[src/rtl/ifu_prefetch_pkg.sv]
// Shared widths, reset PC and the fetch-entry record used by the prefetch front end.
// Pure declarations: no latency, no flow control.
package ifu_prefetch_pkg;

  localparam int XLEN = 64;
  localparam int INST_W = 32;
  localparam logic [XLEN-1:0] PC_RST = 64'h8000_0000;

  typedef struct packed {
    logic [XLEN-1:0]   pc;
    logic [INST_W-1:0] inst;
    logic              fault;
    logic              filled;
  } fetch_entry_t;

  function automatic logic [XLEN-1:0] next_pc(input logic [XLEN-1:0] pc);
    return pc + XLEN'(4);
  endfunction

endpackage

[src/rtl/ifu_prefetch_fetch_ring_buffer.sv]
// Ring of fetch entries with alloc/fill/head pointers; head entry is read straight from flops.
// Caller never allocates when full or pops when empty; flush rewinds alloc and fill onto head.
module ifu_prefetch_fetch_ring_buffer
  import ifu_prefetch_pkg::*;
#(
  parameter int DEPTH = 4,
  localparam int PW = $clog2(DEPTH) + 1
) (
  input  logic              clk,
  input  logic              rst,
  input  logic              flush,
  input  logic              alloc_vld,
  input  logic [XLEN-1:0]   alloc_pc,
  input  logic              alloc_fault,
  input  logic              fill_vld,
  input  logic [INST_W-1:0] fill_inst,
  input  logic              fill_err,
  input  logic              pop,
  output fetch_entry_t      head_ent,
  output logic [PW-1:0]     used,
  output logic [PW-1:0]     live
);

  localparam int IW = $clog2(DEPTH);

  fetch_entry_t ent_q [DEPTH];
  fetch_entry_t ent_d [DEPTH];
  logic [PW-1:0] alloc_q, alloc_d;
  logic [PW-1:0] fill_q, fill_d;
  logic [PW-1:0] head_q, head_d;
  logic [IW-1:0] alloc_idx, fill_idx, head_idx, last_idx;
  logic          tail_synth;

  assign alloc_idx = alloc_q[IW-1:0];
  assign fill_idx  = fill_q[IW-1:0];
  assign head_idx  = head_q[IW-1:0];
  assign last_idx  = alloc_idx - IW'(1);

  // A synthetic fault entry is pre-filled and can only be the youngest allocation,
  // so it sits between fill and alloc without being a memory request.
  assign tail_synth = (alloc_q != fill_q) && ent_q[last_idx].filled;
  assign live       = (alloc_q - fill_q) - PW'(tail_synth);
  assign used       = alloc_q - head_q;
  assign head_ent   = ent_q[head_idx];

  always_comb begin
    ent_d   = ent_q;
    alloc_d = alloc_q;
    fill_d  = fill_q;
    head_d  = head_q;
    if (flush) begin
      alloc_d = head_q;
      fill_d  = head_q;
    end else begin
      if (alloc_vld) begin
        ent_d[alloc_idx].pc     = alloc_pc;
        ent_d[alloc_idx].inst   = '0;
        ent_d[alloc_idx].fault  = alloc_fault;
        ent_d[alloc_idx].filled = alloc_fault;
        alloc_d = alloc_q + PW'(1);
      end
      if (fill_vld) begin
        ent_d[fill_idx].inst   = fill_inst;
        ent_d[fill_idx].fault  = fill_err;
        ent_d[fill_idx].filled = 1'b1;
        fill_d = fill_q + PW'(1);
      end
      if (pop) begin
        head_d = head_q + PW'(1);
      end
    end
  end

  always_ff @(posedge clk or posedge rst) begin
    if (rst) begin
      for (int i = 0; i < DEPTH; i++) begin
        ent_q[i] <= '0;
      end
      alloc_q <= '0;
      fill_q  <= '0;
      head_q  <= '0;
    end else begin
      ent_q   <= ent_d;
      alloc_q <= alloc_d;
      fill_q  <= fill_d;
      head_q  <= head_d;
    end
  end

endmodule

[src/rtl/ifu_prefetch.sv]
// Decoupled fetch stage: owns fetch PC, issues in-order imem requests, hands {pc, inst, fault} to decode.
// Response-to-decode latency 1 cycle; issue stalls while buffered plus stale requests fill DEPTH credits.
module ifu_prefetch
  import ifu_prefetch_pkg::*;
#(
  parameter int DEPTH = 4
) (
  input  logic              clk,
  input  logic              rst,
  output logic              imem_req_valid,
  input  logic              imem_req_ready,
  output logic [XLEN-1:0]   imem_req_addr,
  input  logic              imem_resp_valid,
  input  logic [INST_W-1:0] imem_resp_inst,
  input  logic              imem_resp_err,
  input  logic              redirect_valid,
  input  logic [XLEN-1:0]   redirect_pc,
  output logic              inst_valid,
  input  logic              inst_ready,
  output logic [INST_W-1:0] inst_out,
  output logic [XLEN-1:0]   inst_pc,
  output logic              inst_fault,
  output logic [XLEN-1:0]   fetch_pc
);

  localparam int PW = $clog2(DEPTH) + 1;
  localparam logic [PW:0] CAP = (PW+1)'(DEPTH);

  logic [XLEN-1:0] fetch_pc_q, fetch_pc_d;
  logic            halted_q, halted_d;
  logic [PW-1:0]   drop_cnt_q, drop_cnt_d;
  logic [PW-1:0]   used, live, drop_sum;
  fetch_entry_t    head_ent;
  logic            aligned, space, issue_ok, req_fire, mis_alloc, resp_fill, pop;

  // Stale requests still hold memory slots, so they count against the same credits.
  assign space     = ({1'b0, used} + {1'b0, drop_cnt_q}) < CAP;
  assign aligned   = (fetch_pc_q[1:0] == 2'b00);
  assign issue_ok  = !rst && !redirect_valid && !halted_q && space;
  assign mis_alloc = issue_ok && !aligned;
  assign req_fire  = imem_req_valid && imem_req_ready;
  assign resp_fill = imem_resp_valid && !redirect_valid && (drop_cnt_q == '0) && (live != '0);
  assign pop       = inst_valid && inst_ready;
  assign drop_sum  = drop_cnt_q + live;

  assign imem_req_valid = issue_ok && aligned;
  assign imem_req_addr  = fetch_pc_q;
  assign fetch_pc       = fetch_pc_q;
  assign inst_valid     = head_ent.filled && (used != '0) && !redirect_valid;
  assign inst_out       = head_ent.inst;
  assign inst_pc        = head_ent.pc;
  assign inst_fault     = head_ent.fault;

  always_comb begin
    fetch_pc_d = fetch_pc_q;
    halted_d   = halted_q;
    drop_cnt_d = drop_cnt_q;
    if (redirect_valid) begin
      fetch_pc_d = redirect_pc;
      halted_d   = 1'b0;
      drop_cnt_d = (imem_resp_valid && (drop_sum != '0)) ? drop_sum - PW'(1) : drop_sum;
    end else begin
      if (req_fire) begin
        fetch_pc_d = next_pc(fetch_pc_q);
      end
      if (mis_alloc || (resp_fill && imem_resp_err)) begin
        halted_d = 1'b1;
      end
      if (imem_resp_valid && (drop_cnt_q != '0)) begin
        drop_cnt_d = drop_cnt_q - PW'(1);
      end
    end
  end

  always_ff @(posedge clk or posedge rst) begin
    if (rst) begin
      fetch_pc_q <= PC_RST;
      halted_q   <= 1'b0;
      drop_cnt_q <= '0;
    end else begin
      fetch_pc_q <= fetch_pc_d;
      halted_q   <= halted_d;
      drop_cnt_q <= drop_cnt_d;
    end
  end

  ifu_prefetch_fetch_ring_buffer #(.DEPTH(DEPTH)) u_ring (
    .clk        (clk),
    .rst        (rst),
    .flush      (redirect_valid),
    .alloc_vld  (req_fire || mis_alloc),
    .alloc_pc   (fetch_pc_q),
    .alloc_fault(mis_alloc),
    .fill_vld   (resp_fill),
    .fill_inst  (imem_resp_inst),
    .fill_err   (imem_resp_err),
    .pop        (pop),
    .head_ent   (head_ent),
    .used       (used),
    .live       (live)
  );

endmodule

[config.mk]
export PLATFORM = sky130hd
export DESIGN_NAME = ifu_prefetch
export DESIGN_NICKNAME = d
export VERILOG_FILES = /design/src/rtl/ifu_prefetch_pkg.sv /design/src/rtl/ifu_prefetch_fetch_ring_buffer.sv /design/src/rtl/ifu_prefetch.sv
export SDC_FILE = /design/constraint.sdc
export NUM_CORES = 1
export LEC_CHECK = 0
export CORE_MARGIN = 2
export CORE_UTILIZATION = 50
export DETAILED_ROUTE_END_ITERATION = 8
export PLACE_DENSITY = 0.74
export REMOVE_ABC_BUFFERS = 1
export SLEW_MARGIN = 15
export SYNTH_ARGS = -nofsm -noshare
export SYNTH_HDL_FRONTEND = slang
export SYNTH_SLANG_ARGS = --single-unit
[constraint.sdc]
create_clock -name clk -period 42 [get_ports clk]
set_clock_uncertainty 0.15 [all_clocks]
set_input_delay 8.4 -clock clk [delete_from_list [all_inputs] [get_ports clk]]
set_output_delay 8.4 -clock clk [all_outputs]
set_load 0.005 [all_outputs]
==> impl_metrics.csv, run 1 <==
group,metric,value,unit
global_route,grt_pass1_wl,95200,um
die,start_util,50.3,%
route,vias,16263,
route,drt-initial-drc-count,1487,
clock_network,cts_root_buf,"clkbuf_16",
layout,fill_cells,3562,
placed_design,io_buffers,329,
global_route,grtUsageTotal,25.9,%
timing,min_period,19.11,ns
yosys,synth_top_area_share,51.7,%
global_route,antenna_found_initial,1,
placed_design,hpwlAfterDp,37200,um
global_route,grt_max_degree,192,
worst_setup_path,startpoint,"rst",
power_and_ir_drop,ir_drop,0.0502,mV
yosys,synth.area.top_cells,"dfrtp_1, mux2_2, mux4_2",
timing,finalMaxSlewViolations,0,
layout,drive_gt1_share,21.1,%
power_and_ir_drop,leakage,12.0,nW
clock_network,ctsLongestPathBuffers,3,
clock_network,clk_pin_slew,0.06,ns
die,core.rowCount,78,
min_path,hold_path_class,"register to register",
timing,worst_pin_slew,1.05,ns
clock_network,numCtsBuffers,50,
worst_setup_path,crit_path_end_kind,"primary output",
timing,post-route-period-util,45.5,%
status,status,"completed",
die,die_height,217,um
clock_network,cts_sinks,469,
placed_design,gp_congestion,0.798,
worst_setup_path,worst-r2r-setup-slack,36.80,ns
placed_design,placedCellCount,2678,
placed_design,pre_cts_slack,22.98,ns
route,finalWirelength,60500,um
power_and_ir_drop,power_density,70.5,nW/um^2
layout,final_cells,2767,
global_route,grt_pass1_vias,16652,
yosys,synth_cell_type_count,56,
global_route,grt_overflow,0,
layout,multi_input_area,9770,sq um
flow_run,cap_viol_max_count,0,
timing,layout_setup_ws,22.89,ns
route,drt.antenna.violating_nets,0,
route,wl_per_cell,21.9,um
yosys,synth_edf_count,0,
yosys,synth_top_cell_by_area,"dfrtp_1",
die,core,45100,sq um
yosys,synth_top_flop_cell,"dfrtp_1",
yosys,syn_inst,1943,
timing,timing.slew.headroom,30.2,%
layout,area_delta_synth_final,21.2,%
worst_setup_path,endpoint,"imem_req_valid",
clock_network,clk_latency,0.59,ns
clock_network,cts_resized,0,
yosys,synth_most_common_cell,"dfrtp_1",
timing,fmax,52.3,MHz
worst_setup_path,required,33.45,ns
worst_setup_path,arrival,10.56,ns
worst_setup_path,r2r-start,"u_ring.head_q[0]$_DFFE_PP0P_",
route,drc,0,
clock_network,htree_levels,2,
power_and_ir_drop,total_power,1.94,mW
yosys,syn_area,22700,sq um
yosys,ys_warn_count,0,
die,ios,330,
worst_setup_path,path_class,"input pin to primary output",
yosys,ys_top_cells_by_count,"dfrtp_1, nand2_1, mux2_2",
worst_setup_path,startpoint_type,"input pin",
timing,hold_viol,0,
die,die-area,47000,sq um
yosys,syn_avg_cell_area,11.7,sq um
die,die_w,217,um
yosys,async_flop_share,100,%
layout,fin_area,27500,sq um
layout,insertedDiodeCount,0,
timing,grt_setup_unrepaired,"false",
yosys,ys_seq_elements,469,
worst_setup_path,crit_fanout,5,
timing,setup_viol,0,
clock_network,cts_setup_buffers,0,
layout,nets,2257,
timing,tns,0,ns
route,firstDrtPassIters,6,
route,viasPerCell,5.88,
clock_network,hold_buffers,0,
layout,ff_latch_area,11700,sq um
yosys,yosysSeqAreaShare,51.8,%
clock_network,cts_tree,"done",
placed_design,placed_cell_area,25800,sq um
worst_setup_path,r2r_cells,12,
==> kinds of logic (layout without fill, tap and decap cells) <==
group,after synthesis,in the layout,share of synthesized area (%)
AO/OA/AOI/OAI,262,262,6.76
XOR/XNOR,34,34,1.31
adder cells (fa/ha/maj),24,24,1.46
buffers and inverters,237,461,5.27
flip-flops,469,469,51.8
multiplexers,341,341,21.8
AND/OR/NAND/NOR,576,576,11.6
==> cell usage in the layout, fill, tap and decap left out, drive strengths merged, types with 6 or more instances in the layout <==
cell           instances
o311ai                19
buf                   22
nand2                372
xor2                  13
clkbuf                73
a31oi                 10
nor3b                  7
nor4                   6
dfrtp                468
clkinv                 9
inv                   23
a21oi                 17
o21ai                177
mux4                  99
nor2                  27
mux2                 238
and4                   7
nor3                  13
a41oi                  6
nand3b                 6
xnor2                 21
clkdlybuf4s50        328
a221o                  8
nand4                 27
o211ai                11
nand3                 68
and3                  16
nor2b                  6
and2                  10
ha                    20
==> worst max-delay path, stage by stage <==
cell and delay (ns):
clkdlybuf4s50_1 0.58, nor4_2 0.50, and4_1 0.50, clkdlybuf4s50_1 0.58
==> routing by layer <==
metal / up-vias / share of wire (%) / GRT usage (%)
met4: 2 / 2.1 / 6.89
met5: - / 0.018 / 0
met2: 556 / 49 / 43.0
met3: 99 / 6.2 / 4.30
met1: 8395 / 43 / 35.7
li1: 7211 / - / -
==> cell type report <==
cell class,count,area share [%]
clock buffers,73,5.27
well taps,600,2.73
inverters,22,0.328
clock inverters,16,0.770
flip-flops and latches,469,42.7
repair buffers,350,12.6
multi-input cells,1237,35.5
==> power by group <==
part	switching [mW]	internal (mW)
combinational	0.316	0.436
clock	0.180	0.269
sequential	0.122	0.615
==> how the worst min path moves through the flow <==
stage / start / end / slack [ns] / depth (start not counted)
after floorplan: register / register / 0.29 / 2
after global placement: register / register / 0.31 / 2
after detailed placement: register / register / 0.32 / 2
after CTS: register / register / 0.33 / 2
after global routing: register / register / 0.34 / 2
final: register / register / 0.33 / 2
==> through the flow <==
| stage | util (%) | hold WS (ns) |
|---|---|---|
| 5_1_grt | 60.9 | 0.345 |
| 4_1_cts | 60.9 | 0.329 |
| 2_1_floorplan | - | 0.295 |
| 3_3_place_gp | 57.3 | 0.306 |
| 3_5_place_dp | 57.3 | 0.317 |
| 6_report | 60.9 | 0.326 |
(Power assumes the default switching activity.)
==> run 2: changes to the inputs <==
- clock period: 42 -> 17.6 ns (I/O delays scaled with it)
==> run 2 against run 1 <==
First-iteration DRC count is 3.6% lower. Sequential power rose by 140%. Largest cell class unchanged. Routed wire length shrank 0.61%. Worst hold slack gained 0.0041 ns. Utilization increased by 0.16 points. Power rose by 140%.
==> impl_metrics.csv, run 2 (synthesis gave the netlist of run 1 again) <==
group,metric,value,unit
status,status,"completed",
clock_network,cts_setup_buffers,0,
clock_network,clk_latency,0.59,ns
worst_setup_path,crit_path_end_kind,"primary output",
global_route,grt_max_degree,162,
power_and_ir_drop,swShare,31.5,%
placed_design,io_buffers,329,
placed_design,gp_congestion,0.785,
timing,fmax,106,MHz
power_and_ir_drop,combPwrFrac,38.4,%
global_route,antenna_found_initial,1,
power_and_ir_drop,intPower,3.18,mW
worst_setup_path,startpoint_type,"input pin",
route,vias,16213,
clock_network,cts_sinks,469,
route,drt.antenna.violating_nets,0,
global_route,grt_overflow,0,
timing,post-route-period-util,53.4,%
die,die_w,217,um
route,wl_per_cell,21.7,um
layout,ff_latch_area,11700,sq um
route,viasPerCell,5.85,
global_route,grt_pass1_wl,94700,um
power_and_ir_drop,pwr-share-seq,37.8,%
route,firstDrtPassIters,5,
layout,final_common_cell,"dfrtp_1",
layout,postLayoutCoreUtil,61.1,%
worst_setup_path,arrival,5.73,ns
route,drt-initial-drc-count,1434,
clock_network,numCtsBuffers,50,
die,ios,330,
timing,hold_viol,0,
min_path,hold_path_class,"register to register",
layout,multi_input_area,9770,sq um
clock_network,cts_resized,0,
route,dr.max_layer_used,"met5",
clock_network,ctsLongestPathBuffers,3,
route,drt-met1-wl,25700,um
clock_network,clk_pin_slew,0.06,ns
worst_setup_path,required,13.93,ns
layout,nets,2257,
placed_design,hpwlAfterDp,37000,um
timing,min_period,9.40,ns
timing,finalMaxSlewViolations,0,
timing,tns,0,ns
layout,area_delta_synth_final,21.6,%
layout,drive_gt1_share,21.2,%
route,drc,0,
die,core.rowCount,78,
global_route,grtUsageTotal,25.7,%
worst_setup_path,crit_fanout,5,
power_and_ir_drop,clockPowerShare,23.8,%
route,wl_met2,29000,um
timing,grt_setup_unrepaired,"false",
clock_network,cts_root_buf,"clkbuf_16",
die,start_util,50.3,%
flow_run,cap_viol_max_count,0,
route,finalWirelength,60100,um
power_and_ir_drop,switchingPower,1.46,mW
route,wl_met3,3790,um
timing,timing.slew.headroom,32.2,%
power_and_ir_drop,power_density,168,nW/um^2
die,core,45100,sq um
timing,hold-worst-slack,0.330,ns
timing,worst_pin_slew,1.02,ns
die,die-area,47000,sq um
timing,setup_viol,0,
clock_network,hold_buffers,0,
worst_setup_path,path_class,"input pin to primary output",
die,die_height,217,um
layout,insertedDiodeCount,0,
power_and_ir_drop,leakage,12.1,nW
clock_network,htree_levels,2,
clock_network,cts_tree,"done",
layout,mostFrequentLayoutCells,"dfrtp_1, nand2_1, clkdlybuf4s50_1, mux2_2, o21ai_0",
power_and_ir_drop,ir_drop,0.116,mV
layout,fill_cells,3605,
global_route,grt_pass1_vias,16799,
[run 2: final timing paths]
check	cells after the start	end	slack, ns	startpoint
worst min-delay path	2	register	0.33	register
min in group asynchronous	2	u_ring.fill_q[2]$_DFFE_PP0P_	3.50	rst
worst max register to register	12	register	12.48	u_ring.head_q[0]$_DFFE_PP0P_
max in group asynchronous	3	async pin	12.16	rst
worst max-delay path	4	imem_req_valid	8.20	rst
worst min register to register	2	register	0.33	register
[run 2: layout make-up]
cell class / count / share of cell area [%]
clock inverters: 10 / 0.668
multi-input cells: 1237 / 35.5
inverters: 22 / 0.345
flip-flops and latches: 469 / 42.6
repair buffers: 350 / 12.5
well taps: 600 / 2.73
clock buffers: 82 / 5.64
[run 2: power by group through the flow]
stage               Sequential [mW]  Combinational [mW]  Clock (mW)
floorplan                      1.73                1.09           0
global placement               1.73                1.73           0
detailed placement             1.77                1.79           0
CTS                            1.75                1.80        1.12
global route                   1.80                1.95        1.17
finish                         1.75                1.78        1.10
[run 2: metal layers]
metal | vias up | global-route usage, %
met5 | - | 0
met4 | 2 | 7.79
met3 | 108 | 5.58
met2 | 523 | 42.0
met1 | 8370 | 34.8
li1 | 7210 | -
[run 2: metrics by stage]
| stage | cells | total power, mW | instance area [sq um] | setup slack (ns) |
|---|---|---|---|---|
| floorplan | 1728 | 2.81 | 21600 | 0.851 |
| global placement | 2678 | 3.46 | 25800 | 8.33 |
| detailed placement | 2678 | 3.56 | 25800 | 8.33 |
| CTS | 2770 | 4.68 | 27500 | 8.30 |
| global route | 2770 | 4.92 | 27500 | 8.23 |
| finish | 2770 | 4.64 | 27500 | 8.20 |
[run 2: worst max-delay path, cell delays in order]
cell and delay, ns:
clkdlybuf4s50_1 0.60, nor4_2 0.52, and4_1 0.51, clkdlybuf4s50_1 0.58
==> run 3: changes to the inputs <==
- clock period: 17.6 -> 8.7 ns (I/O delays scaled with it)
==> run 3 against run 2 <==
Worst setup slack got worse by 5.5 ns. Combinational power rose by 100%. Non-clock buffer count fell by 3. Clock power rose by 85%. First-iteration DRC count fell by 17%.
==> impl_metrics.csv, run 3 (synthesis gave the netlist of run 1 again) <==
group,metric,value,unit
layout,postLayoutCoreUtil,60.6,%
global_route,grtUsageMet2,41.7,%
timing,finalMaxSlewViolations,0,
timing,hold_viol,0,
timing,worst_pin_slew,1.11,ns
worst_setup_path,crit_path_end_kind,"primary output",
global_route,grt_pass1_wl,93700,um
worst_setup_path,arrival,4.11,ns
route,firstDrtPassIters,5,
power_and_ir_drop,clockPowerShare,22.2,%
clock_network,hold_buffers,0,
layout,final_common_cell,"dfrtp_1",
route,wl_per_cell,21.7,um
clock_network,cts_root_buf,"clkbuf_16",
layout,nets,2253,
global_route,grt_pass1_vias,16459,
power_and_ir_drop,intPower,6.23,mW
layout,area_delta_synth_final,20.6,%
power_and_ir_drop,leakage,12.0,nW
worst_setup_path,slowest_delay,1.07,ns
worst_setup_path,crit_chain,"inv_1 -> fa_1 -> xor2_1 -> xnor2_1 -> ha_1 -> nor4_2 -> and4_1 -> clkdlybuf4s50_1",
worst_setup_path,crit_slowest_cell,"dfrtp_4",
timing,setup_viol,0,
clock_network,numCtsBuffers,49,
route,drc,0,
placed_design,hpwlAfterDp,36900,um
die,core.rowCount,78,
clock_network,htree_levels,2,
status,status,"completed",
timing,min_period,6.00,ns
global_route,grt_overflow,0,
route,finalWirelength,59900,um
worst_setup_path,startpoint_type,"register",
clock_network,ctsLongestPathBuffers,3,
die,die_w,217,um
clock_network,cts_sinks,469,
global_route,grt.met1_usage,34.0,%
worst_setup_path,required,6.81,ns
power_and_ir_drop,power_density,336,nW/um^2
worst_setup_path,critPathBufInv,2,
timing,post-route-period-util,68.9,%
clock_network,clk_latency,0.60,ns
route,drt-initial-drc-count,1187,
layout,fin_area,27300,sq um
worst_setup_path,worst-r2r-setup-slack,3.57,ns
route,vias,16127,
die,core,45100,sq um
timing,timing.slew.headroom,25.8,%
placed_design,io_buffers,329,
die,die_height,217,um
clock_network,cts_setup_buffers,0,
global_route,grt_max_degree,178,
timing,grt_setup_unrepaired,"false",
min_path,hold_path_class,"register to register",
layout,final_cells,2763,
die,start_util,50.3,%
global_route,grt-busiest-layer,"met2",
flow_run,cap_viol_max_count,0,
worst_setup_path,cp_top_family,"flip-flops",
power_and_ir_drop,combPwrFrac,38.9,%
worst_setup_path,r2r_cells,11,
clock_network,cts_tree,"done",
min_path,min_path_cells,2,
power_and_ir_drop,swShare,32.2,%
global_route,antenna_found_initial,2,
placed_design,placed_cell_area,25800,sq um
worst_setup_path,r2r-start,"u_ring.head_q[1]$_DFFE_PP0P_",
placed_design,gp_congestion,0.803,
power_and_ir_drop,switchingPower,2.95,mW
global_route,grtUsageMet3,5.67,%
route,drt.antenna.violating_nets,0,
global_route,grtUsageTotal,25.6,%
layout,drive_gt1_share,20.7,%
die,die-area,47000,sq um
power_and_ir_drop,ir_drop,0.195,mV
worst_setup_path,crit_fanout,55,
placed_design,placedCellCount,2675,
clock_network,cts_resized,0,
timing,fmax,167,MHz
clock_network,clk_pin_slew,0.06,ns
layout,mostFrequentLayoutCells,"dfrtp_1, nand2_1, clkdlybuf4s50_1, mux2_2, o21ai_0",
route,viasPerCell,5.84,
die,ios,330,
worst_setup_path,path_class,"register to primary output",
power_and_ir_drop,pwr-share-seq,38.9,%
[run 3: cell types whose count changed in the layout (fill, tap and decap cells not counted), sizes merged]
cell,delta
clkbuf,-8
buf,-3
bufinv,-3
clkinv,+3
inv,+3
diode,+1
[run 3: routing by layer]
layer	wire, um	share of wire, %
met3	3960	6.6
met1	25100	42
met5	13	0.022
met2	29100	49
met4	1820	3.0
[run 3: final cells by class]
cell class              instances  area [sq um]
clock inverters                13           143
flip-flops and latches        469         11700
clock buffers                  74          1390
fillers                      3618         17800
multi-input cells            1237          9770
diodes                          1          2.50
inverters                      22          90.1
well taps                     600           751
repair buffers                347          3440
[run 3: per-stage QoR]
step / TNS (ns) / power [mW] / hold WS, ns / setup slack, ns
floorplan: -2936.39 / 5.69 / 0.295 / -6.27
global placement: 0 / 7.01 / 0.306 / 3.03
detailed placement: 0 / 7.20 / 0.316 / 3.06
CTS: 0 / 9.27 / 0.329 / 2.68
global route: 0 / 9.74 / 0.353 / 2.44
finish: 0 / 9.18 / 0.326 / 2.70
[run 3: worst reg2reg max path: stages (launching register included)]
cell and delay, ns:
dfrtp_4 1.07, inv_1 0.18, fa_1 0.48, xor2_1 0.17
xnor2_1 0.15, ha_1 0.20, nor4_2 0.26, and3_1 0.23
o31a_1 0.48, nand2_4 0.64, buf_4 0.61, mux2_2 0.40
[run 3: power by group through the flow]
stage	clock (mW)	combinational (mW)	sequential [mW]
6_report	2.03	3.57	3.57
3_5_place_dp	0	3.60	3.60
2_1_floorplan	0	2.20	3.50
3_3_place_gp	0	3.48	3.53
4_1_cts	2.08	3.62	3.57
5_1_grt	2.17	3.90	3.68
[run 3: how the worst max path moves through the flow]
stage | slack, ns | end | cells after the start | start
after floorplan | -6.27 | async pin | 1 | rst
after global placement | 3.03 | imem_req_valid | 4 | rst
after detailed placement | 3.06 | imem_req_valid | 4 | rst
after CTS | 2.68 | imem_req_valid | 8 | u_ring.head_q[1]$_DFFE_PP0P_
after global routing | 2.44 | imem_req_valid | 8 | u_ring.head_q[1]$_DFFE_PP0P_
final | 2.70 | imem_req_valid | 8 | u_ring.head_q[1]$_DFFE_PP0P_
